## config.mk

```make
export PLATFORM = sky130hd
export DESIGN_NAME = sum_every3
export DESIGN_NICKNAME = d
export VERILOG_FILES = /design/src/rtl/sum_every3_pkg.sv /design/src/rtl/sum_every3_cnt.sv /design/src/rtl/sum_every3.sv
export SDC_FILE = /design/constraint.sdc
export NUM_CORES = 1
export LEC_CHECK = 0
export ABC_AREA = 1
export CELL_PAD_IN_SITES_DETAIL_PLACEMENT = 0
export CELL_PAD_IN_SITES_GLOBAL_PLACEMENT = 1
export CORE_ASPECT_RATIO = 0.5
export CORE_MARGIN = 2
export CORE_UTILIZATION = 35
export DETAILED_ROUTE_END_ITERATION = 10
export GPL_ROUTABILITY_DRIVEN = 0
export PLACE_DENSITY_LB_ADDON = 0.08
export SKIP_CTS_REPAIR_TIMING = 1
export SLEW_MARGIN = 20
export SYNTH_ARGS = -nofsm -noshare
export SYNTH_HDL_FRONTEND = slang
export SYNTH_SLANG_ARGS = --single-unit
```

## constraint.sdc

```tcl
create_clock -name clk -period 1.9 [get_ports clk]
set_clock_uncertainty 0.15 [all_clocks]
set_input_delay 0.19 -clock clk [delete_from_list [all_inputs] [get_ports clk]]
set_output_delay 0.19 -clock clk [all_outputs]
set_load 0.005 [all_outputs]
```

## src/rtl/sum_every3_pkg.sv

```systemverilog
// rtl/sum_every3_pkg.sv - shared defaults and width helpers for sum_every3
package sum_every3_pkg;

    // Default sample width and group size.
    localparam int IW_DEF = 8;
    localparam int N_DEF  = 3;

    // Sum width: enough headroom for N full-scale samples, so the sum never wraps.
    function automatic int calc_ow(input int iw, input int n);
        return iw + $clog2(n + 1);
    endfunction

    // Group counter width; N >= 2 keeps this at least one bit.
    function automatic int calc_cw(input int n);
        return $clog2(n);
    endfunction

    localparam int OW_DEF = calc_ow(IW_DEF, N_DEF);
    localparam int CW_DEF = calc_cw(N_DEF);

endpackage

```

## src/rtl/sum_every3_cnt.sv

```systemverilog
// rtl/sum_every3_cnt.sv - modulo-N group position counter with last flag
module sum_every3_cnt
    import sum_every3_pkg::*;
#(
    parameter int N = N_DEF
) (
    input  logic clk,
    input  logic rst,
    input  logic i_en,
    output logic o_last
);

    localparam int CW = calc_cw(N);
    localparam logic [CW-1:0] LAST = CW'(N - 1);

    logic [CW-1:0] r_cnt;

    // Advance once per accepted sample, wrapping after the final sample of a group.
    always_ff @(posedge clk) begin
        if (rst) begin
            r_cnt <= '0;
        end else if (i_en) begin
            if (r_cnt == LAST) begin
                r_cnt <= '0;
            end else begin
                r_cnt <= r_cnt + 1'b1;
            end
        end
    end

    assign o_last = (r_cnt == LAST);

endmodule

```

## src/rtl/sum_every3.sv

```systemverilog
// rtl/sum_every3.sv - streaming reducer emitting one sum per group of N valid samples
module sum_every3
    import sum_every3_pkg::*;
#(
    parameter int IW = IW_DEF,
    parameter int N  = N_DEF,
    parameter int OW = calc_ow(IW, N)
) (
    input  logic          clk,
    input  logic          rst,
    input  logic          i_dval,
    input  logic [IW-1:0] i,
    output logic          o_dval,
    output logic [OW-1:0] o
);

    logic          w_last;
    logic [OW-1:0] w_sample;
    logic [OW-1:0] r_acc;
    logic [OW-1:0] r_o;
    logic          r_o_dval;

    // Zero-extend the sample; it is only ever added when i_dval is high,
    // so an undefined idle-cycle sample never reaches the accumulator.
    assign w_sample = OW'(i);

    sum_every3_cnt #(
        .N (N)
    ) u_cnt (
        .clk    (clk),
        .rst    (rst),
        .i_en   (i_dval),
        .o_last (w_last)
    );

    // Accumulate the partial group; on the closing sample publish the sum and restart.
    always_ff @(posedge clk) begin
        if (rst) begin
            r_acc    <= '0;
            r_o      <= '0;
            r_o_dval <= 1'b0;
        end else begin
            r_o_dval <= 1'b0;
            if (i_dval) begin
                if (w_last) begin
                    r_o      <= r_acc + w_sample;
                    r_o_dval <= 1'b1;
                    r_acc    <= '0;
                end else begin
                    r_acc <= r_acc + w_sample;
                end
            end
        end
    end

    assign o      = r_o;
    assign o_dval = r_o_dval;

endmodule

```

Yosys cells after proc, flatten, opt, wreduce, memory -nomap -nowiden:

Index checks and enable logic that the tools add are counted.

* add/sub/neg operators: 2
* multipliers: 0
* div/mod/pow operators: 0
* $lt $le $gt $ge: 0
* eq/ne operators: 1
* shift operators: 0
* multiplexer cells: 3
* bitwise logic cells: 1
* reduce and logical (&&, ||, !) cells: 2

Operators by type and width (number)
* adder 10 x 8 -> 10 bit: 1
* two-way mux 10 bit: 1
* adder 2 x 1 -> 2 bit (second input constant): 1
* == test 2 bit (second input constant): 1
* two-way mux 2 bit: 1
* AND reduction 2 bit: 1
* OR reduction 2 bit: 1
* two-way mux 1 bit: 1
* inverter 1 bit: 1

* flip-flop bits (word level): 23
* latch bits: 0
* bits in writable memories: 0
* memory bits (read-only): 0
* memories: 0

Longest topological paths before layout:

Gate-level depths: netlist (run 1).

* depth after elaboration: 2
* gate-level depth with buffers: 12

By module:

From an unflattened synthesis (run 1), not the netlist that was laid out.

* cells, all modules: 190
* area total of the unflattened synthesis: 1283.7 µm²

By module, submodules not included
* sum_every3: instances 1, cells each 177, area each 1194.9 µm², seq. area each 420.4 µm²
* sum_every3_cnt: instances 1, cells each 13, area each 88.8 µm², seq. area each 40.0 µm²

Worst setup path before layout (run 1):

OpenSTA, ideal clock, no wires.

* path type: flip-flop to flip-flop
* start point: register r_acc[0]
* end point: register r_o[6] (netlist: o[6])
* data arrival time: 1.477 ns
* slack: 0.164 ns
* stages on the path, launching flop included: 11
* buffers on the path: 0
* period minus slack after synthesis: 1.736 ns
* cells stage by stage: dfxtp_1 ha_1 inv_1 fa_1 o21ai_2 nand2_1 nand2_1 nand2_1 nand2_1 a21o_1 inv_1

* cells in the longest elaborated chain, start to end: 1

Ends and longest elaborated chain
* start, declared: RTL line sum_every3.sv:19 `logic [OW-1:0] r_acc;`
* start signal, assigned: RTL line sum_every3.sv:50 `r_acc <= r_acc + w_sample;`
* adder 10 x 8 -> 10 bit: RTL line sum_every3.sv:46 `r_o <= r_acc + w_sample;`
* end signal, assigned: RTL line sum_every3.sv:46
* end, declared: RTL line sum_every3.sv:20 `logic [OW-1:0] r_o;`

No other way between the ends.
A chain may end at the register's enable or synchronous reset.

Final worst setup path (run 1):

* start point: register r_acc[0]
* end point: register r_acc[4]

* cells in the longest elaborated chain, start to end: 2

Ends and longest elaborated chain
* adder 10 x 8 -> 10 bit: RTL line sum_every3.sv:50
* two-way mux 10 bit: RTL line sum_every3.sv:45 `if (w_last) begin`

No other way between the ends.

==> metrics.txt, run 1 <==
CTS buffer count 3; ys async rst share 0; HPWL Detailed 2.46 mm; Sum Neg Setup Slack 0 ps; Cell Area, Placed 0.00167 mm^2; TritonCTS clock tree built; first-pass GRT wire length 5.06 mm; RSZ-0062 raised after global routing false; Rel. slew slack 0.797; nets 243; initial core utilization 0.372; Slowest-stage cell, CP fa_2; cell count after synthesis 183; Die Wd between 90 and 100 um; Final ANT Viol Nets 0; mapped cell area 0.00130 mm^2; die area 0.00424 mm^2; Buf/Inv on CP 1; cell area after layout 0.00175 mm^2; number of vias per cell 4.52; initial DRC count 55; syn avg cell area between 7 and 8 um^2; Critical Path Sink Type flip-flop; run status finished, final reports clean; port bufs 21; CTS sink cnt 23; Crit Path Category reg2reg; crit path cell chain ha_2, inv_2, fa_2, o21ai_4, xor2_1, nand2_1, a21oi_1; crit path max fanout 3; Post-Route WL ~3.2 mm; DRC viols 0; most common flop cell mapped by yosys dfxtp_1; Core Rows 15; FMAX around 0.55 GHz; DR WL/cell roughly 12 um; placed cell count between 200 and 300; Pins Over Slew Limit 0; Worst Path Required slightly below 2000 ps; number of synthesized register bits 23; via count between 1000 and 1500; clock root buffer clkbuf_8; Post-synth EDFFs 0; Die Ht roughly 47 um; Clock transition at path regs 90 ps; Min Clock Period, post-route 1800 ps; crit path launch type flip-flop; GR Util All Layers 0.160; synth unique cells 28; maximum vdd drop 0.000257 V; Clock Tree Buf Depth 2; crit-path leading delay family adder cells; core area 0.00349 mm^2; IO Count 22; Worst-Skew Late Latency 270 ps; Pwr Total between 1 and 1.5 mW; Slew @ Worst Pin about 300 ps; Pwr Density 705 mW/mm^2; largest net degree at the start of global routing 15; initial antenna violation count 0; Hold Path Class in2reg; Syn Nets between 200 and 250; GRT overflow 0; final std cells w/o fill approximately 270; post-synthesis sequential area ratio 0.355; Leak 0.854 nW; Core Util, Final 0.501; Final Hold Viols 0; CP peak stage delay 390 ps; max-cap violation count 0; vias in the first global route 1028; fraction of layout cells with a size suffix above 1 0.158; Antenna diodes 0; H-Tree Depth 1; Final Cycle Share 0.948; Final setup viols 0; DR pass1 iterations 4; yosys warns 0; P&R area growth vs syn 34.8%; Worst Path Arrival about 1900 ps
==> layout make-up <==
| cell class | count | area (um^2) |
|---|---|---|
| flip-flops and latches | 23 | 462 |
| clock inverters | 1 | 7.51 |
| multi-input cells | 132 | 737 |
| well taps | 51 | 63.8 |
| clock buffers | 3 | 41.3 |
| fillers | 360 | 1740 |
| inverters | 24 | 90.1 |
| repair buffers | 39 | 348 |
==> state kept, by name (all words and copies together), names as in the netlist <==
name         count
o               10
o_dval           1
r_acc           10
u_cnt.r_cnt      2
==> cell families after synthesis <==
logic type | synth area share
simple gates | 0.279
xor+xnor | 0.0203
compound gates | 0.163
fa+ha+maj | 0.0926
buf+inv | 0.0906
flops | 0.355
==> metrics by stage <==
stage / hold WS, ps / setup WS, ps
final: 203 / 98.1
after global routing: 255 / 0.331
after CTS: 328 / -36.5
after detailed placement: 313 / -329
after global placement: 307 / -248
after floorplan: 109 / 164
==> worst reg2reg max path, cell delays in order (launching register included) <==
cell     delay (ps)
dfxtp_2         340
ha_2            190
inv_2            50
fa_2            390
o21ai_4         180
xor2_1          240
nand2_1          80
a21oi_1         120
==> synthesized netlist by cell type, drive strengths merged (2+ instances only) <==
library cell   n  area, um^2
a21oi         17        88.8
o21bai         3        26.3
o21ai          8        43.8
o21a           5        37.5
clkbuf         2        7.51
xor2           2        17.5
nor2          15        75.1
inv           24        90.1
nand3         10        50.1
ha             8         100
dfxtp         23         460
buf            2        20.0
nand2         57         214
==> final timing paths <==
kind / to / cells past startpoint / slack [ps] / startpoint
worst min register to register: r_acc[5] / 2 / 320 / r_acc[5]
worst min-delay path: o[0] / 4 / 200 / i[0]
worst max register to register: r_acc[4] / 7 / 100 / r_acc[0]
worst max-delay path: r_acc[4] / 7 / 100 / r_acc[0]
==> per-layer routing <==
layer	vias to the layer above	share of wire	track usage	routed length (um)
met1	550	0.59	0.241	1850
li1	668	-	-	-
met4	0	0.0025	0.0185	8
met3	2	0.033	0.0514	104
met2	13	0.38	0.230	1200
met5	-	0	0	0
==> where the power goes <==
part	internal (mW)	switching [mW]
clock network	0.148	0.173
logic	0.179	0.200
registers	0.514	0.0195
total	0.842	0.392
==> cells in the final DEF (no fill, tap or decap), types with 2 or more instances in the layout <==
master,count
nor2_1,13
o21a_1,5
clkbuf_8,3
inv_2,2
nand3_1,10
o21ai_0,6
nand2_1,55
inv_1,22
buf_4,18
xor2_1,2
a21oi_1,16
dfxtp_1,22
ha_1,7
clkdlybuf4s50_1,20
nand2_2,2
o21bai_1,2
(Power assumes the default switching activity.)
==> inputs of run 2 (changes only) <==
CAP_MARGIN = 15   (was unset)
PLACE_DENSITY = 0.85   (was unset)
PLACE_DENSITY_LB_ADDON = unset   (was 0.08)
==> metrics.txt, run 2 (synthesized netlist as in run 1, its figures left out) <==
number of vias per cell 4.47 (-1.1%); commonest non-fill, non-tap cell in the layout nand2_1; Core Rows 15 (unchanged); crit-path leading delay family adder cells; Sequential Power Share 0.431 (about the same); DRC viols 0 (unchanged); area occupied by multi-input gates 742 um^2 (+0.68%); initial antenna violation count 0 (unchanged); die area 0.00424 mm^2 (unchanged); Core Util, Final 0.508 (+0.00717); port bufs 21 (unchanged); Final Hold Viols 0 (unchanged); clock root buffer clkbuf_8; switching part of the total 0.315 (-0.00322); Pins Over Slew Limit 0 (unchanged); IO Count 22 (unchanged); initial DRC count 50 (-9.1%); worst slack, placed -288 ps (+41.6 ps); H-Tree Depth 1 (unchanged); HP Start i[0]; Die Ht 47.1 um (unchanged); P_sw 0.391 mW (-0.43%); crit path launch type flip-flop; R2R Path Start r_acc[0]; Clock Tree Buf Depth 2 (unchanged); register area 462 um^2 (unchanged); Worst Setup SP r_acc[0]; Crit Path Category reg2reg; final-layout fill cell count 348 (-3.3%); maximum vdd drop 0.000262 V (+2.1%); HPWL Detailed 2.32 mm (-5.5%); first-pass GRT wire length 5.12 mm (+1.1%); Int Power 0.851 mW (+1.1%); crit path cell chain ha_2, inv_2, fa_2, o21ai_4, nand2_2, nand3b_1, nand2_1, a21o_1, inv_1; GRT overflow 0 (unchanged); DR pass1 iterations 4 (unchanged); core area 0.00349 mm^2 (unchanged); Worst Path Arrival 1870 ps (about the same); max-cap violation count 0 (unchanged); Leak 0.864 nW (+1.1%); CTS buffer count 3 (unchanged); Die Wd 90.1 um (unchanged); vias in the first global route 1102 (+7.2%); CTS sink cnt 23 (unchanged); Min Clock Period, post-route 1800 ps (-6.20 ps); most frequent cells in the layout 53 x nand2_1, 22 x inv_1, 22 x dfxtp_1; P&R area growth vs syn 36.7%; Antenna diodes 0 (unchanged); Worst Path Required 1970 ps (+20 ps); clock power share 0.257 (-0.003); final std cells w/o fill 274 (+0.37%); largest net degree at the start of global routing 15 (unchanged); Final WS setup 104 ps (+6.20 ps); Hold Path Class in2reg; Pwr Density 700 mW/mm^2 (-0.83%); Final ANT Viol Nets 0 (unchanged); nets 244 (+0.41%); via count 1224 (-0.73%); Final Cycle Share 0.945 (-0.00326); Clock transition at path regs 90 ps (about the same); Rel. slew slack 0.805 (+0.00872); crit path max fanout 3 (unchanged); TritonCTS clock tree built; Final setup viols 0 (unchanged); Slowest-stage cell, CP fa_2; Comb power frac 0.312 (+0.005); DR WL/cell 11.3 um (-2.3%); placed cell count 270 (+0.75%); CP peak stage delay 390 ps (about the same); Slew @ Worst Pin 291 ps (-13.7 ps); Buf/Inv on CP 2 (+1); GR Util All Layers 0.157 (-0.00299); Post-Route WL 3.10 mm (-1.9%); initial core utilization 0.372 (unchanged); FMAX 0.557 GHz (+0.35%); Critical Path Sink Type flip-flop; run status finished, final reports clean; Worst-Skew Late Latency 270 ps (about the same); fraction of layout cells with a size suffix above 1 0.170 (+0.0127)
==> run 2: worst reg2reg max path, stage by stage, from the launching register on <==
cell	delay, ps
dfxtp_2	340
ha_2	180
inv_2	50
fa_2	390
o21ai_4	210
nand2_2	80
nand3b_1	110
nand2_1	70
a21o_1	150
inv_1	40
==> run 2: layer usage <==
| metal | up-vias | part of all wire | GRT usage |
|---|---|---|---|
| met5 | - | 0 | 0 |
| met4 | 0 | 0.0061 | 0.0369 |
| met3 | 2 | 0.031 | 0.0337 |
| met2 | 12 | 0.41 | 0.241 |
| met1 | 548 | 0.55 | 0.231 |
| li1 | 662 | - | - |
==> run 2: final cells by class <==
| cell class | count | share of cell area |
|---|---|---|
| inverters | 24 | 0.0508 |
| well taps | 51 | 0.0360 |
| clock inverters | 1 | 0.00423 |
| flip-flops and latches | 23 | 0.260 |
| multi-input cells | 132 | 0.418 |
| clock buffers | 3 | 0.0233 |
| repair buffers | 40 | 0.207 |
==> run 2: through the flow <==
step / hold WS [ps] / setup TNS [ps] / area (um^2) / total power [mW]
after floorplan: 109 / 0 / 1300 / 0.756
after global placement: 308 / -1780 / 1700 / 0.913
after detailed placement: 310 / -2070 / 1700 / 0.918
after CTS: 324 / 0 / 1750 / 1.24
after global routing: 236 / -1.27 / 1770 / 1.33
final: 203 / 0 / 1770 / 1.24
==> run 2: power by group through the flow <==
stage	Sequential [mW]	Combinational (mW)	Clock, mW
after floorplan	0.541	0.215	0
after global placement	0.544	0.369	0
after detailed placement	0.544	0.374	0
after CTS	0.533	0.376	0.331
after global routing	0.538	0.435	0.357
final	0.534	0.388	0.319
==> run 2: path summary, 6_finish.rpt <==
kind,end,slack [ps],cells after the start
max,o[6],100,9
min reg2reg,r_acc[6],320,2
min,o[0],200,4
max reg2reg,o[6],100,9
==> RTL edit 1, RTL diff (settings of run 1) <==
Change the package constant `N_DEF` from 3 to 2.
--- a/src/rtl/sum_every3_pkg.sv
+++ b/src/rtl/sum_every3_pkg.sv
@@ -4,5 +4,5 @@
     // Default sample width and group size.
     localparam int IW_DEF = 8;
-    localparam int N_DEF  = 3;
+    localparam int N_DEF  = 2;
 
     // Sum width: enough headroom for N full-scale samples, so the sum never wraps.
Behaviour: not the same (Yosys sat finds a counterexample within 4 cycles, from zero or initial values and one cycle with rst high).
==> RTL edit 1 against run 1 <==
- hold slack better by 99 ps
- sequential cell count down 1
- critical path type is now input pin to flip-flop
- wire length down 8.0%
- worst setup slack worse by 14 ps
- total power up 1.4%
- cell area down 6.8%
- largest power group unchanged
- synthesized area down 8.8%
==> RTL edit 1: results (changes against run 1) <==
async_flop_share_pct: 0  # unchanged
netlist_top_cells_area: "dfxtp_1, nand2_1, ha_1"
grt_use_met2_pct: 23.6  # +0.56 points
grt_pass1_vias: 999  # -2.8%
clk_path_buf_depth: 2  # unchanged
hold_path.class: "flip-flop to flip-flop"
avgViaCountPerCell: 4.68  # +3.5%
wl_um: 2910  # -8.0%
met1_usage_pct: 22.7  # -1.3 points
crit_arrival_ps: 1820  # -40 ps
final_layout_size_suffix_gt1_share_pct: 16.4  # +0.64 points
yosys-top-cells-count: "nand2_1, dfxtp_1, nand3_1, inv_1"
power.leakage_nw: 0.737  # -14%
overflow: 0  # unchanged
slowest_stage: "clkdlybuf4s50_1"
grt_pass1_wl_um: 4620  # -8.8%
cts_buffers: 3  # unchanged
dr.max_layer_used: "met4"
ir_worst_vdd_mv: 0.412  # +60%
wl_met2_um: 1130  # -5.8%
clk_latency_ps: 270  # about the same
nFillCells: 298  # -17%
yosysSeqAreaShare_pct: 37.2  # +1.7 points
synth_most_common_cell: "nand2_1"
syn_nets: 179  # -12%
dp_hpwl_um: 2170  # -12%
grt_use_total_pct: 16.1  # +0.10 points
drt_pass1_iterations: 6  # +2
slowest_delay_ps: 460  # +70 ps
critPathTopFamily: "adder cells"
worstPathMaxFanout: 3  # unchanged
outcome: "finished, final reports clean"
grt_max_degree: 14  # -1
antenna_found_initial: 0  # unchanged
route.met3.wl_um: 141  # +36%
antennaDiodeCount: 0  # unchanged
cts_root_buf: "clkbuf_8"
r2r_setup_slack_ps: 110
grt_use_met3_pct: 5.48  # +0.35 points
ys_warn_count: 0  # unchanged
fin_nets: 216  # -11%
synth_cell_types: 28  # unchanged
core_area_um2: 3120  # -11%
io_buffers: 21  # unchanged
wl_met1_um: 1620  # -12%
htreeDepth: 1  # unchanged
cts.reportedPaths.clkPinSlew_ps: 80
drt_iter0_markers: 30  # -45%
worst_slew_pin_slew_ps: 873  # +569 ps
holdWs_ps: 302  # +99.0 ps
-- RTL edit 1: cell families (layout without fill, tap and decap cells) --
group / after synthesis / count (layout) / share of synthesized area [%]
flip-flops: 22 / 22 / 37.2
buffers and inverters: 17 / 53 / 5.60
AND/OR/NAND/NOR: 86 / 86 / 33.0
adder cells (fa/ha/maj): 9 / 9 / 10.1
AO/OA/AOI/OAI: 22 / 22 / 11.8
XOR/XNOR: 3 / 3 / 2.22
-- RTL edit 1: worst reg2reg max path: cells and delay by family (launching register included) --
kind                     cells  cell delay (ps)
AO/OA/AOI/OAI                2              230
XOR/XNOR                     1              170
adder cells (fa/ha/maj)      2              580
buffers and inverters        1               40
flip-flops                   1              350
AND/OR/NAND/NOR              1              160
-- RTL edit 1: power by group --
part / switching [mW] / internal (mW)
clock: 0.163 / 0.282
sequential: 0.0190 / 0.490
combinational: 0.151 / 0.146
total: 0.333 / 0.918
-- RTL edit 1: worst paths after layout --
kind | startpoint | endpoint | cells after the start
min reg2reg | o[6] | o[6] | 2
max | i[0] | r_acc[4] | 8
min | o[6] | o[6] | 2
max reg2reg | r_acc[0] | r_acc[4] | 7
-- RTL edit 1: final cells by class --
cell class / count / area share (%)
clock buffer: 3 / 2.53
clock inverter: 1 / 1.84
inverter: 14 / 3.22
multi-input combinational: 120 / 43.0
sequential: 22 / 27.0
tap: 40 / 3.07
timing repair buffer: 35 / 19.3
-- RTL edit 1: through the flow --
step / setup slack, ps / setup TNS, ps / std cells / cell area [um^2]
after floorplan: 188 / 0 / 159 / 1180
after global placement: -253 / -2010 / 231 / 1540
after detailed placement: -286 / -2270 / 231 / 1540
after CTS: -4.61 / -4.61 / 235 / 1610
after global routing: -4.53 / -6.82 / 235 / 1630
final: 83.9 / 0 / 235 / 1630
==> RTL edit 2, RTL diff (flow settings as in run 1) <==
Without the edit above. One comparison of `r_cnt` changes from == to >=.
--- a/src/rtl/sum_every3_cnt.sv
+++ b/src/rtl/sum_every3_cnt.sv
@@ -29,5 +29,5 @@
     end
 
-    assign o_last = (r_cnt == LAST);
+    assign o_last = (r_cnt >= LAST);
 
 endmodule
Formal check against the unedited RTL: same outputs for any inputs over 10 cycles, from zero or initial values and one cycle with rst high; that may be too few to reach the edited logic, so the function may still have changed.
==> RTL edit 2 against run 1 <==
- critical path depth up 1
- clock power down 2%
- worst setup slack worse by 1.6 ps
- sequential cell count unchanged
- synthesized area down 4.4%
- total power down 4.3%
- cell area down 4.3%
- critical endpoint unchanged
- sequential share of layout area up 1.1 points
- register-to-register slack better by 30 ps
- sequential power down 0.7%
- final cell count down 7.3%
- wire length down 6.7%
==> RTL edit 2: results (changes against run 1) <==
yosys-top-cells-count: "nand2_1, dfxtp_1, inv_1, nand3_1"
yosysSeqAreaShare_pct: 37.1  # +1.6 points
holdCritStartpoint: "o[0]"
wl_met2_um: 1170  # -2.3%
slowest_stage: "clkdlybuf4s50_1"
drt_iter0_markers: 43  # -22%
synth_compound_area_share_pct: 11.9  # -4.4 points
htreeDepth: 1  # unchanged
slowest_delay_ps: 460  # +70 ps
ir_worst_vdd_mv: 0.221  # -14%
synth-adder-area-share_pct: 9.69  # +0.43 points
cts_root_buf: "clkbuf_8"
synth_cell_types: 29  # +3.6%
p_sw_uw: 363  # -7.5%
grt_pass1_vias: 1038  # +0.97%
antennaDiodeCount: 0  # unchanged
route.met3.wl_um: 121  # +16%
crit_start: "i[0]"
worstPathMaxFanout: 3  # unchanged
final_layout_size_suffix_gt1_share_pct: 18.8  # +3.0 points
cts_buffers: 3  # unchanged
wl_met1_um: 1650  # -11%
grt_use_total_pct: 16.3  # +0.25 points
netlist_top_cells_area: "dfxtp_1, nand2_1, ha_1"
num_vias: 1124  # -8.8%
relSlewSlack_pct: 66.6  # -13 points
hold_path.class: "flip-flop to flip-flop"
grt_pass1_wl_um: 4880  # -3.7%
clk_latency_ps: 270  # about the same
antenna_found_initial: 0  # unchanged
ys_warn_count: 0  # unchanged
synthMuxAreaShare_pct: 0  # unchanged
power.leakage_nw: 0.774  # -9.5%
synthXorXnorAreaFrac_pct: 2.12  # +0.094 points
clk_path_buf_depth: 2  # unchanged
outcome: "finished, final reports clean"
grt_max_degree: 14  # -1
fin_nets: 223  # -8.2%
dr.max_layer_used: "met4"
async_flop_share_pct: 0  # unchanged
cts.reportedPaths.clkPinSlew_ps: 90  # about the same
reg2reg_from: "r_acc[0]"
dp_hpwl_um: 2300  # -6.3%
place_worst_setup_slack_ps: -283  # +46.5 ps
wl_um: 2950  # -6.7%
syn_nets: 184  # -9.4%
==> RTL edit 2: cell types whose count changed after synthesis, moves of 3 or more <==
cell / before / now
inv_1: 23 / 13
o21ai_0: 6 / 1
nand3_2: 0 / 3
a21oi_1: 16 / 10
o21a_1: 5 / 0
nor2_1: 13 / 10
a22o_1: 0 / 3
a21oi_2: 1 / 4
==> RTL edit 2: power by group through the flow <==
stage,logic [mW],registers [mW],clock network (mW)
floorplan,0.205,0.539,0
global placement,0.329,0.541,0
detailed placement,0.330,0.542,0
CTS,0.332,0.530,0.330
global route,0.377,0.534,0.346
finish,0.336,0.530,0.316
==> RTL edit 2: logic make-up (layout without fill, tap and decap cells) <==
group,Yosys count,after routing
simple gates,90,90
xor+xnor,3,3
flops,23,23
fa+ha+maj,9,9
compound gates,22,22
buf+inv,17,55
==> RTL edit 2: routing by layer <==
layer  track usage, %  vias to the layer above
met3             4.84                        2
met2             25.0                       18
li1                 -                      605
met5                0                        -
met4             2.73                        0
met1             23.2                      499
==> RTL edit 2: worst paths after layout <==
path / to / slack [ps] / depth (start not counted)
worst min-delay path: o[0] / 300 / 2
worst min register to register: o[0] / 300 / 2
worst max-delay path: r_acc[4] / 100 / 8
worst max register to register: r_acc[4] / 130 / 7
==> RTL edit 2: cell type report <==
type | instances | area, um^2
fill | 355 | 1740
sequential | 23 | 460
timing repair buffer | 37 | 330
clock inverter | 1 | 5.00
multi-input combinational | 124 | 721
tap | 51 | 63.8
inverter | 14 | 52.6
clock buffer | 3 | 41.3
==> RTL edit 2: stage by stage <==
| step | cells | power (mW) | cell area, um^2 |
|---|---|---|---|
| floorplan | 164 | 0.744 | 1240 |
| CTS | 253 | 1.19 | 1660 |
| finish | 253 | 1.18 | 1670 |
| detailed placement | 249 | 0.871 | 1620 |
| global route | 253 | 1.26 | 1670 |
| global placement | 249 | 0.870 | 1620 |
==> RTL edit 2: worst max-delay path: cells and delay by family <==
kind	cells	cell delay, ps
AOI/OAI and AO/OA	2	310
adders and majority gates	2	540
xor gates and xnor gates	1	210
and+or+nand+nor	1	90
buffers and inverters	2	520
